File: src/rtl/upower_fetch_unit.sv
// rtl/upower_fetch_unit.sv - uPower instruction-fetch front end with branch redirect and link register
//
// Purpose:
//   Owns the fetch PC and link register, issues one word-addressed request at a
//   time to instruction memory, buffers returned words in a DEPTH-entry
//   first-word-fall-through FIFO and presents {instr, pc} to decode. A taken
//   branch redirects the fetch PC, flushes the buffer and discards any response
//   still in flight.
//
// Ports:
//   clock, reset_n                          clock, asynchronous active-low reset
//   imem_req/imem_addr/imem_ready           fetch request channel (addr = fetch PC)
//   imem_rvalid/imem_rdata                  fetch response channel
//   inst_valid/inst_data/inst_pc/inst_ready decode hand-off (pop on valid & ready)
//   redir_valid/redir_mode/redir_pc         branch redirect, mode 00 abs LI, 01 rel BD,
//   redir_li/redir_bd/redir_lk              10 to LR, 11 rel LI; lk writes LR <= pc+1
//   lr                                      current link register

module upower_fetch_unit #(
  parameter int              ADDR_W   = 32,
  parameter int              DATA_W   = 32,
  parameter int              DEPTH    = 4,
  parameter int              LI_W     = 24,
  parameter int              BD_W     = 14,
  parameter logic [ADDR_W-1:0] RESET_PC = '0
) (
  input  logic              clock,
  input  logic              reset_n,
  output logic              imem_req,
  output logic [ADDR_W-1:0] imem_addr,
  input  logic              imem_ready,
  input  logic              imem_rvalid,
  input  logic [DATA_W-1:0] imem_rdata,
  output logic              inst_valid,
  output logic [DATA_W-1:0] inst_data,
  output logic [ADDR_W-1:0] inst_pc,
  input  logic              inst_ready,
  input  logic              redir_valid,
  input  logic [1:0]        redir_mode,
  input  logic [ADDR_W-1:0] redir_pc,
  input  logic [LI_W-1:0]   redir_li,
  input  logic [BD_W-1:0]   redir_bd,
  input  logic              redir_lk,
  output logic [ADDR_W-1:0] lr
);

  localparam int PTR_W = $clog2(DEPTH);
  localparam int CNT_W = PTR_W + 1;

  typedef enum logic [1:0] {
    S_IDLE,   // nothing outstanding
    S_WAIT,   // one request outstanding, response will be kept
    S_DROP    // one request outstanding, response will be discarded
  } state_t;

  state_t            state;
  logic [ADDR_W-1:0] fetch_pc;

  logic [DATA_W-1:0] buf_data [DEPTH];
  logic [ADDR_W-1:0] buf_pc   [DEPTH];
  logic [PTR_W-1:0]  rd_ptr;
  logic [PTR_W-1:0]  wr_ptr;
  logic [CNT_W-1:0]  count;

  logic              accept;
  logic              push;
  logic              pop;
  logic [ADDR_W-1:0] seq_pc;
  logic [ADDR_W-1:0] li_zext;
  logic [ADDR_W-1:0] li_sext;
  logic [ADDR_W-1:0] bd_sext;
  logic [ADDR_W-1:0] target;

  // Branch fields are extended to the PC width, or truncated when wider.
  generate
    if (ADDR_W > LI_W) begin : g_li_ext
      assign li_zext = {{(ADDR_W-LI_W){1'b0}}, redir_li};
      assign li_sext = {{(ADDR_W-LI_W){redir_li[LI_W-1]}}, redir_li};
    end else begin : g_li_trunc
      assign li_zext = redir_li[ADDR_W-1:0];
      assign li_sext = redir_li[ADDR_W-1:0];
    end
    if (ADDR_W > BD_W) begin : g_bd_ext
      assign bd_sext = {{(ADDR_W-BD_W){redir_bd[BD_W-1]}}, redir_bd};
    end else begin : g_bd_trunc
      assign bd_sext = redir_bd[ADDR_W-1:0];
    end
  endgenerate

  assign seq_pc = redir_pc + ADDR_W'(1);

  // Mode 10 reads the old LR, so a linking "branch to LR" jumps to the
  // previous return address while LR picks up the new one.
  always_comb begin
    target = seq_pc + li_sext;
    case (redir_mode)
      2'b00:   target = li_zext;
      2'b01:   target = seq_pc + bd_sext;
      2'b10:   target = lr;
      default: target = seq_pc + li_sext;
    endcase
  end

  // The FIFO slot is reserved at issue: requests go out only from IDLE with a
  // free entry, so the single outstanding response always has room. No request
  // is issued in a redirect cycle or while reset is held.
  assign imem_req  = reset_n && (state == S_IDLE) && (count < CNT_W'(DEPTH)) && !redir_valid;
  assign imem_addr = fetch_pc;
  assign accept    = imem_req && imem_ready;

  // A redirect kills both the response landing this cycle and any pop.
  assign push = (state == S_WAIT) && imem_rvalid && !redir_valid;
  assign pop  = inst_valid && inst_ready && !redir_valid;

  assign inst_valid = (count != '0);
  assign inst_data  = buf_data[rd_ptr];
  assign inst_pc    = buf_pc[rd_ptr];

  always_ff @(posedge clock or negedge reset_n) begin
    if (!reset_n) begin
      state    <= S_IDLE;
      fetch_pc <= RESET_PC;
      lr       <= '0;
      rd_ptr   <= '0;
      wr_ptr   <= '0;
      count    <= '0;
    end else begin
      if (redir_valid && redir_lk) begin
        lr <= seq_pc;
      end

      if (redir_valid) begin
        fetch_pc <= target;
        rd_ptr   <= '0;
        wr_ptr   <= '0;
        count    <= '0;
        // An outstanding request must still be drained; if its response is
        // arriving right now it is simply dropped and we are idle again.
        if (state != S_IDLE) begin
          state <= imem_rvalid ? S_IDLE : S_DROP;
        end
      end else begin
        case (state)
          S_IDLE: begin
            if (accept) begin
              state    <= S_WAIT;
              fetch_pc <= fetch_pc + ADDR_W'(1);
            end
          end
          S_WAIT: begin
            if (imem_rvalid) state <= S_IDLE;
          end
          S_DROP: begin
            if (imem_rvalid) state <= S_IDLE;
          end
          default: state <= S_IDLE;
        endcase

        if (push) wr_ptr <= wr_ptr + PTR_W'(1);
        if (pop)  rd_ptr <= rd_ptr + PTR_W'(1);
        if (push && !pop) begin
          count <= count + CNT_W'(1);
        end else if (!push && pop) begin
          count <= count - CNT_W'(1);
        end
      end
    end
  end

  // Buffer storage needs no reset; fetch_pc already points one past the
  // outstanding request, hence the -1.
  always_ff @(posedge clock) begin
    if (push) begin
      buf_data[wr_ptr] <= imem_rdata;
      buf_pc[wr_ptr]   <= fetch_pc - ADDR_W'(1);
    end
  end

endmodule

File: config.mk
export PLATFORM = sky130hd
export DESIGN_NAME = upower_fetch_unit
export DESIGN_NICKNAME = d
export VERILOG_FILES = /design/src/rtl/upower_fetch_unit.sv
export SDC_FILE = /design/constraint.sdc
export NUM_CORES = 1
export LEC_CHECK = 0
export ABC_AREA = 1
export ABC_CLOCK_PERIOD_IN_PS = 3900
export CORE_MARGIN = 3
export CORE_UTILIZATION = 51
export DETAILED_ROUTE_END_ITERATION = 10
export HOLD_SLACK_MARGIN = 0.06
export PLACE_DENSITY = 0.86
export SYNTH_ARGS = -nofsm -noshare
export SYNTH_HDL_FRONTEND = slang
export SYNTH_SLANG_ARGS = --single-unit
File: constraint.sdc
create_clock -name clock -period 3.9 [get_ports clock]
set_input_delay 0.78 -clock clock [delete_from_list [all_inputs] [get_ports clock]]
set_output_delay 0.78 -clock clock [all_outputs]
set_load 0.01 [all_outputs]
==> flow_summary.ini <==
[place]
globalplace.congestion = 0.950
post-place-cells = 2746
place_ws_ns = -0.292
numPortBuffers = 240
dp_hpwl_mm = 37.5

[floorplan]
core_mm2 = 0.0347
die_area_mm2 = 0.0376
rows = 68
die_w_um = 194
start_util_pct = 51.9
die_h_um = 194
io_pins = 241

[yosys]
ys_top_cells_by_area = edfxtp_1 (43%), dfrtp_1 (10%), nand2_1 (8.3%), o21ai_0 (6.1%), nor2_1 (4.9%)
seq_area_frac_synth_pct = 52.8
yosys.cell_types.count = 55
ys.warnings.count = 0
syn_area_per_cell_um2 = 8.85
ys_async_sr_fraction_pct = 22.2
netlist.area_leader.share_pct = 42.7
synth_commonest_cells = nand2_1 (398), edfxtp_1 (256), nor2_1 (233), o21ai_0 (221), inv_1 (205)
synth_seq_cells = 329
synth_top_area_cell = edfxtp_1
syn_area_mm2 = 0.0180
ys.flop_type = edfxtp_1
synth_cells = 2034
synth_edf_count = 256
syn_nets = 2184
yosysMostFrequentCell = nand2_1

[worst_setup_path]
path_class = primary input to register
cp_max_fo = 3
cp-end-kind = register
r2r_cells = 10
worstReg2RegStart = state[0]
r2r_slack_ns = 0.75
arrival_ns = 4.13
start_kind = primary input
required_ns = 4.35
r2r-end = imem_addr[28]

[clocking]
cts_hold_buf = 0
cts_tree = built
clock_path_buffers = 3
clock-sinks = 329
htree_num_levels = 2
clk-insertion-delay-late_ns = 0.52
cts_buffers = 35
cts_root_buffer = clkbuf_16
clk_transition_reported_paths_ns = 0.06

[detailed_routing]
drt-vias-per-instance = 5.60
dr.pass1.iters = 5
num_vias = 15728
wl_per_cell_um = 18.8
drt.antenna.violating_nets = 0
wl_mm = 52.9
drc = 0
drtIter0Drc = 1477

[timing]
maxSlewViolCount = 0
setup_viol = 0
setup_slack_ns = 0.216
min_period_ns = 3.68
finalHoldViolations = 0
hold-worst-slack_ns = 0.343
fin_skew_ns = 0.0133
period_share_pct = 94.5
slew_headroom_pct = 30.0
tightest_slew_ns = 1.05
finalSetupTns_ns = 0
max_clock_freq_mhz = 271
rsz0062_at_grt = yes

[finish]
num_antenna_cells = 0
syn_to_final_growth_pct = 26.2
fin_nets = 2479
drive_gt1_share_pct = 11.0
stdcell_count = 2811

[power]
p_per_area_mw_per_mm2 = 489
p_leak_uw = 0.00930
ir_worst_vdd_mv = 0.346
p_total_uw = 11100

[grt]
overflow = 0
grt_pass1_wl_mm = 83.5
grt_max_degree = 82
grt_pass1_vias = 15665
grt_usage_pct = 27.4
antenna_found_initial = 1

[min_path]
hp-class = primary input to async pin

[outcome]
status = finished clean

[job]
cap_violations = 0
==> sequential cells by signal, summed over array words and instances, names as in the netlist <==
name / flops
buf_data: 128
buf_pc: 128
count: 3
imem_addr: 32
lr: 32
rd_ptr: 2
state: 2
wr_ptr: 2
==> logic make-up after synthesis <==
kind of cell	synth area share, %
xor gates and xnor gates	2.72
AOI/OAI and AO/OA	12.6
buffers and inverters	6.52
adders and majority gates	2.79
and+or+nand+nor	22.5
DFF	52.8
==> worst max-delay path, cell delays in order <==
cell	delay (ns)
clkdlybuf4s50_1	0.52
ha_1	0.21
nand3_1	0.12
nor2_2	0.16
nand2_1	0.11
nor2_1	0.23
nand4_1	0.26
nor4_2	0.24
xor2_1	0.31
ha_1	0.24
inv_1	0.06
nor3_1	0.25
inv_1	0.09
nor2_2	0.17
nand3_1	0.11
nand3_1	0.08
nand3_1	0.07
a21oi_1	0.13
==> where the power goes <==
part           switching [uW]  total, uW  internal (uW)
Sequential                252       4380           4130
Combinational            1960       3370           1400
Clock                    1410       3360           1950
Total                    3630      11100           7480
==> layout make-up <==
cell class	count	area, um2
Timing Repair Buffer	341	3300
Clock buffer	43	947
Multi-Input combinational cell	1404	7360
Clock inverter	21	208
Fill cell	2756	12000
Sequential cell	329	9520
Inverter	218	822
Tap cell	455	569
==> layout by cell type, fill, tap and decap left out, types with 3 or more instances in the layout <==
master,n
a21oi_1,66
a221oi_1,7
a31oi_1,10
buf_12,11
buf_4,91
bufinv_16,3
clkbuf_1,5
clkbuf_16,36
clkdlybuf4s50_1,239
clkinv_1,10
clkinv_2,6
clkinvlp_4,3
dfrtp_1,71
edfxtp_1,256
ha_1,37
inv_1,204
inv_2,7
nand2_1,398
nand2_2,32
nand2_4,5
nand3_1,121
nand3_2,8
nand3b_1,6
nand4_1,24
nor2_1,229
nor2_2,14
nor2_4,14
nor3_1,27
nor3_2,3
nor4_1,4
o2111ai_1,3
o211ai_1,11
o21ai_0,221
o21ai_1,7
o21ai_2,3
o22ai_1,69
or2_2,3
xnor2_1,5
xor2_1,51
==> through the flow <==
stage | area [um2] | util, %
after global placement | 21500 | 62.1
after CTS | 22700 | 65.4
after floorplan | 18000 | -
final | 22700 | 65.5
after detailed placement | 21500 | 62.1
after global routing | 22700 | 65.5
==> repair_timing <==
item,in CTS,in global routing
resized for setup,0,2
buffers inserted,0,1
setup endpoints to repair,0,4
==> worst max-delay path by stage <==
stage | from | to
4_1_cts | rd_ptr[1] | inst_data[17]
2_1_floorplan | redir_valid | buf_data[0][0]
3_3_place_gp | redir_pc[1] | imem_addr[31]
3_5_place_dp | redir_pc[1] | imem_addr[31]
6_report | redir_pc[1] | imem_addr[31]
5_1_grt | redir_pc[1] | imem_addr[31]
==> metal layers <==
layer	GRT usage (%)	part of all wire [%]	up-vias
li1	-	-	7534
met1	36.2	40	7347
met2	47.1	48	710
met3	4.27	7.9	135
met4	8.56	3.2	2
met5	0	0.021	-
Note: power is estimated with default switching activity, not from simulation.
